[config.mk]
export PLATFORM = sky130hd
export DESIGN_NAME = jogo_sequencia_param
export DESIGN_NICKNAME = d
export VERILOG_FILES = /design/src/rtl/jogo_sequencia_param.sv
export SDC_FILE = /design/constraint.sdc
export NUM_CORES = 1
export LEC_CHECK = 0
export BUFFER_PORTS_ARGS = -buffer_cell sky130_fd_sc_hd__buf_2
export CAP_MARGIN = 20
export CORE_UTILIZATION = 40
export CTS_CLUSTER_DIAMETER = 30
export CTS_CLUSTER_SIZE = 20
export DETAILED_ROUTE_END_ITERATION = 8
export GPL_ROUTABILITY_DRIVEN = 0
export GPL_TIMING_DRIVEN = 0
export PLACE_DENSITY = 0.61
export SLEW_MARGIN = 20
export SYNTH_ARGS = -nofsm -noshare
export SYNTH_HDL_FRONTEND = slang
export SYNTH_SLANG_ARGS = --single-unit
export TNS_END_PERCENT = 20
[constraint.sdc]
create_clock -name clock -period 6.1 [get_ports clock]
set_input_delay 0.61 -clock clock [delete_from_list [all_inputs] [get_ports clock]]
set_output_delay 0.61 -clock clock [all_outputs]
set_load 0.01 [all_outputs]
[src/rtl/jogo_sequencia_param.sv]
// ---------------------------------------------------------------------------
// jogo_sequencia_param
//   Sequence-memory game. The player must repeat a stored sequence of one-hot
//   button presses. In modo=0 every attempt covers the whole sequence. In
//   modo=1 the game runs progressive rounds: round r asks for moves 0..r.
//   A wrong press, a missed move deadline or completing the last round ends
//   the game in one of the FIM_* states. The result flag stays held there
//   until the next jogar edge.
//
// Ports
//   clock         system clock, rising edge
//   reset         asynchronous active-low reset
//   jogar         start/restart request (level, edge-detected here)
//   modo          0 = full sequence, 1 = progressive rounds (sampled in PREPARA)
//   escreve       sequence-memory write strobe (INICIAL / FIM_* only)
//   end_escrita   write address
//   dado_escrita  one-hot expected button for that address
//   botoes        player buttons, active-high, synchronous to clock
//   leds          registered copy of botoes while waiting for a move
//   ganhou/perdeu/timeout  mutually exclusive result flags
//   pronto        game finished (any result flag)
//   db_rodada     current round index
//   db_jogada     current move index within the round
//   db_estado     FSM state encoding
// ---------------------------------------------------------------------------
module jogo_sequencia_param #(
    parameter  int N_BOTOES       = 4,
    parameter  int PROFUNDIDADE   = 16,
    parameter  int TIMEOUT_CICLOS = 3000,
    localparam int AW             = (PROFUNDIDADE > 1) ? $clog2(PROFUNDIDADE) : 1
) (
    input  logic                clock,
    input  logic                reset,
    input  logic                jogar,
    input  logic                modo,
    input  logic                escreve,
    input  logic [AW-1:0]       end_escrita,
    input  logic [N_BOTOES-1:0] dado_escrita,
    input  logic [N_BOTOES-1:0] botoes,
    output logic [N_BOTOES-1:0] leds,
    output logic                ganhou,
    output logic                perdeu,
    output logic                timeout,
    output logic                pronto,
    output logic [AW-1:0]       db_rodada,
    output logic [AW-1:0]       db_jogada,
    output logic [3:0]          db_estado
);

    typedef enum logic [3:0] {
        INICIAL        = 4'h0,
        PREPARA        = 4'h1,
        ESPERA_JOGADA  = 4'h2,
        COMPARA        = 4'h3,
        PROXIMA_JOGADA = 4'h4,
        PROXIMA_RODADA = 4'h5,
        FIM_GANHOU     = 4'hA,
        FIM_PERDEU     = 4'hE,
        FIM_TIMEOUT    = 4'hF
    } estado_t;

    // Counter only has to reach TIMEOUT_CICLOS-1; the extra headroom keeps
    // the limit representable for any legal TIMEOUT_CICLOS.
    localparam int            TW     = $clog2(TIMEOUT_CICLOS + 1);
    localparam logic [TW-1:0] LIMITE = TW'(TIMEOUT_CICLOS - 1);
    localparam logic [AW-1:0] ULTIMA = AW'(PROFUNDIDADE - 1);

    estado_t             estado, proximo;
    logic [N_BOTOES-1:0] mem [PROFUNDIDADE];
    logic [N_BOTOES-1:0] jogada_reg;
    logic [TW-1:0]       contador;
    logic                jogar_d;
    logic                botoes_d;

    logic jogar_borda;
    logic jogada_det;
    logic em_repouso;
    logic acerto;
    logic expirou;

    assign jogar_borda = jogar & ~jogar_d;
    // botoes_d tracks the buttons in every state, so a press that started
    // before ESPERA_JOGADA never looks like a fresh 0->1 edge there.
    assign jogada_det  = (estado == ESPERA_JOGADA) & (|botoes) & ~botoes_d;
    assign em_repouso  = (estado == INICIAL) || (estado == FIM_GANHOU) ||
                         (estado == FIM_PERDEU) || (estado == FIM_TIMEOUT);
    assign acerto      = (jogada_reg == mem[db_jogada]);
    assign expirou     = (contador == LIMITE);

    // -------------------------------------------------------------------
    // State register
    // -------------------------------------------------------------------
    // NOTE: clocked state uses non-blocking (<=) so every register samples
    // the pre-edge values; blocking here would create order-dependent races.
    always_ff @(posedge clock or negedge reset) begin
        if (!reset) estado <= INICIAL;
        else        estado <= proximo;
    end

    // -------------------------------------------------------------------
    // Next-state logic
    // -------------------------------------------------------------------
    always_comb begin
        // NOTE: default first so no path leaves proximo unassigned (no latch).
        proximo = estado;
        unique case (estado)
            INICIAL, FIM_GANHOU, FIM_PERDEU, FIM_TIMEOUT:
                if (jogar_borda) proximo = PREPARA;
            PREPARA:
                proximo = ESPERA_JOGADA;
            ESPERA_JOGADA:
                // A press on the last allowed cycle still counts as a move.
                if (jogada_det)   proximo = COMPARA;
                else if (expirou) proximo = FIM_TIMEOUT;
            COMPARA:
                if (!acerto)                   proximo = FIM_PERDEU;
                else if (db_jogada < db_rodada) proximo = PROXIMA_JOGADA;
                else if (db_rodada == ULTIMA)   proximo = FIM_GANHOU;
                else                            proximo = PROXIMA_RODADA;
            PROXIMA_JOGADA, PROXIMA_RODADA:
                proximo = ESPERA_JOGADA;
            default:
                proximo = INICIAL;
        endcase
    end

    // -------------------------------------------------------------------
    // Datapath: memory, edge registers, counters, result flags
    // -------------------------------------------------------------------
    always_ff @(posedge clock or negedge reset) begin
        if (!reset) begin
            // NOTE: the sequence memory is cleared on reset on purpose, so it
            // is built from flops rather than a RAM macro.
            for (int i = 0; i < PROFUNDIDADE; i++) mem[i] <= '0;
            jogada_reg <= '0;
            contador   <= '0;
            jogar_d    <= 1'b0;
            botoes_d   <= 1'b0;
            leds       <= '0;
            ganhou     <= 1'b0;
            perdeu     <= 1'b0;
            timeout    <= 1'b0;
            db_rodada  <= '0;
            db_jogada  <= '0;
        end else begin
            jogar_d  <= jogar;
            botoes_d <= |botoes;
            leds     <= (estado == ESPERA_JOGADA) ? botoes : '0;

            if (escreve && em_repouso && (end_escrita <= ULTIMA))
                mem[end_escrita] <= dado_escrita;

            unique case (estado)
                PREPARA: begin
                    db_jogada <= '0;
                    contador  <= '0;
                    ganhou    <= 1'b0;
                    perdeu    <= 1'b0;
                    timeout   <= 1'b0;
                    db_rodada <= modo ? '0 : ULTIMA;
                end
                ESPERA_JOGADA: begin
                    if (jogada_det)       jogada_reg <= botoes;
                    else if (!expirou)    contador   <= contador + 1'b1;
                    if (proximo == FIM_TIMEOUT) timeout <= 1'b1;
                end
                COMPARA: begin
                    if (proximo == FIM_PERDEU) perdeu <= 1'b1;
                    if (proximo == FIM_GANHOU) ganhou <= 1'b1;
                end
                PROXIMA_JOGADA: begin
                    db_jogada <= db_jogada + 1'b1;
                    contador  <= '0;
                end
                PROXIMA_RODADA: begin
                    db_rodada <= db_rodada + 1'b1;
                    db_jogada <= '0;
                    contador  <= '0;
                end
                default: ;
            endcase
        end
    end

    assign pronto    = ganhou | perdeu | timeout;
    assign db_estado = estado;

endmodule

==> results.md <==
- Ys flop type: dfrtp_1
- DRC: 0
- Fraction of layout cells with a size suffix above 1: 0.301
- Final min period: 2.72 ns
- Ys async rst share: 1.00
- Final cell count without fillers: 651
- RR Endpoint: db_estado[1]
- VDD IR-drop max: 178 uV
- Grt ovf: 0
- Clk network pwr share: 0.216
- Total Power: 2.78 mW
- Most common cell after layout, fill and taps aside: dfrtp_1
- Fin crit share: 0.446
- Combinational share of power: 0.406
- Crit path to: db_estado[1]
- # Max-Cap Violations: 0
- CTS sink count: 101
- Least-Margin Pin Slew: 0.953 ns
- R2R Setup Slk: 3.38 ns
- WL final: 11.1 mm
- Layout area overhead: 14.7%
- Clock Root Buffer: clkbuf_16
- Initial antenna violation count: 0
- NetSw: 0.998 mW
- Die height: 115 um
- WP buf/inv: 2
- Post-CTS Setup Inserts: 0
- Cells after Synth: 429
- DR WL/cell: 17.1 um
- Initial core utilization: 0.418
- Hold Path Class: in2async
- Hold buffer count at cts: 0
- Hold Fails Final Rpt: 0
- Final Core Density: 0.479
- Final setup fails: 0
- Crit path DAT: 2.92 ns
- Largest Register: mem
- Crit path max-delay family: multiplexers
- Synthesized net count: 452
- Post-Syn Area: 5100 um2
- DR iter-0 viols: 179
- Lkg Pwr: 2.66 nW
- Number of flops mapped to enable cells by yosys: 0
- Crit path max-delay cell type: or4_4
- H-tree levels: 3
- Crit path launch: db_jogada[1]
- Net count, final: 500
- Commonest cells after routing, fill and taps aside: dfrtp_1 (101), mux2_2 (70), buf_2 (37), nor2_1 (35), nand2_1 (24)
- Largest register FFs: 64
- DPL Wire Length: 8.12 mm
- Global-route wire length before repair: 18.5 mm
- CTS resizes: 0
- RSZ-0062 raised after global routing: false
- CTS Buf Count: 9
- CTS max path bufs: 2
- Synth Warn #: 0
- Core Region: 12200 um2
- Max Transition Viols Final: 0
- CTS tree: yes
- Reg clk slew, reported paths: 0.07 ns
- Startpoint types: register
- Die Width: 115 um
- Largest net degree at the start of global routing: 59
- CP max FO: 10
- Area post-placement: 5530 um2
- IO Port Bufs: 36
- ANT nets after route: 0
- Worst path required time: 6.30 ns
- CP Cell Sequence: buf_2 -> buf_4 -> mux4_2 -> mux2i_1 -> xnor2_1 -> or4_4 -> a211oi_2 -> a31oi_1
- Vias in the first global route: 3627
- FP Rows: 40
- Clk Latency, worst-skew pair: 0.34 ns
- Syn Area/Cell: 11.9 um2
- Drt first pass iters: 5
- Slowest stage delay, CP: 0.43 ns
- R2R depth: 8
- Fmax: 368 MHz
- Final Instance Area: 5850 um2
- Tot GR Track Use: 0.185
- Seq pwr share: 0.378
- Vias: 3556
- Worst slew margin: 0.359
- Int Power: 1.78 mW
- DR vias/cell: 5.46
- Largest registers in the final layout: mem (64), contador (12)
- Sw Ratio: 0.359
- Crit path capture type: register
- Critical path depth in cells: 8
- Dpl cells: 634
- Reg-to-Reg Start: db_jogada[1]
- Synthesized flop and latch total: 101
- Sequential fraction of the synthesis area: 0.495
- IO Pins: 37
- Kind of critical path: reg2reg
- Die area: 13200 um2
- Setup_tns: 0 ns
- PD cells: 475 nW/um2
- Fillers: 1150
- Netlist cell types: 60
- Status: finished clean
- Skew final: 0.00511 ns
## through the flow
step                      worst slack, ns  hold slack [ns]
after floorplan                      3.78            0.314
after global placement               3.40            0.477
after detailed placement             3.35            0.482
after CTS                            3.38            0.185
after global routing                 3.16            0.203
final                                3.38            0.178
## cell families (layout without fill, tap and decap cells)
family                     count (synthesis)  in the layout  share of synthesized area
AOI/OAI and AO/OA                         59             59                     0.0782
xor gates and xnor gates                  12             12                     0.0206
adders and majority gates                  6              6                     0.0147
buffers and inverters                     25             78                     0.0218
DFF                                      101            101                      0.495
muxes                                     95             95                      0.232
other                                      0              1                          0
and+or+nand+nor                          131            131                      0.138
## power by group through the flow
stage / clock network [mW] / logic [mW] / registers, mW
floorplan: 0 / 0.825 / 1.04
global placement: 0 / 1.10 / 1.05
detailed placement: 0 / 1.13 / 1.06
CTS: 0.616 / 1.13 / 1.05
global route: 0.640 / 1.25 / 1.08
finish: 0.599 / 1.13 / 1.05
## final cells by class
cell class	instances	area, um2	share of cell area
timing repair buffer	37	214	0.0366
sequential	101	2530	0.432
tap	168	210	0.0359
clock inverter	4	55.1	0.00941
multi-input combinational	303	2470	0.421
buffer	19	88.8	0.0152
clock buffer	12	267	0.0455
inverter	6	22.5	0.00385
antenna	1	2.50	0.000428
## worst reg2reg max path: stages, from the launching register on
cell	delay, ns
dfrtp_1	0.40
buf_2	0.25
buf_4	0.27
mux4_2	0.35
mux2i_1	0.28
xnor2_1	0.10
or4_4	0.43
a211oi_2	0.36
a31oi_1	0.15
## cells in the mapped netlist, types with 3 or more instances
cell      instances  area share
nand2_1          24       0.018
xnor2_1           8       0.014
xor2_1            4      0.0069
nor2_1           35       0.026
nor3_1            7      0.0069
mux2_2           70        0.15
mux4_2            9       0.040
nor4_1            7      0.0086
a31oi_1           4      0.0049
nor2b_1           8      0.0098
o21ai_0          11       0.011
ha_1              6       0.015
dfrtp_1         101        0.50
o211ai_1          3      0.0044
mux2i_1          13       0.025
nand3_1           9      0.0088
inv_1             6      0.0044
nand2b_1          8      0.0098
a21oi_1          12       0.012
a211oi_1          3      0.0044
and2_1            6      0.0074
o22a_1            5      0.0086
or3_1             3      0.0037
nand3b_1          3      0.0044
clkbuf_1         13      0.0096
nand4_1           5      0.0061
## metal layers
metal,global-route usage,share of wire
met1,0.248,0.48
met2,0.301,0.48
met3,0.0274,0.022
met4,0.0797,0.021
met5,0,0
## worst min-delay path by stage
stage | start | to | slack [ns] | cells past startpoint
after floorplan | reset | botoes_d | 0.31 | 0
after global placement | timeout | timeout | 0.48 | 1
after detailed placement | timeout | timeout | 0.48 | 1
after global routing | reset | db_rodada[3] | 0.20 | 1
after CTS | reset | db_rodada[3] | 0.18 | 1
final | reset | db_rodada[3] | 0.18 | 1
Note: power is estimated with default switching activity, not from simulation.
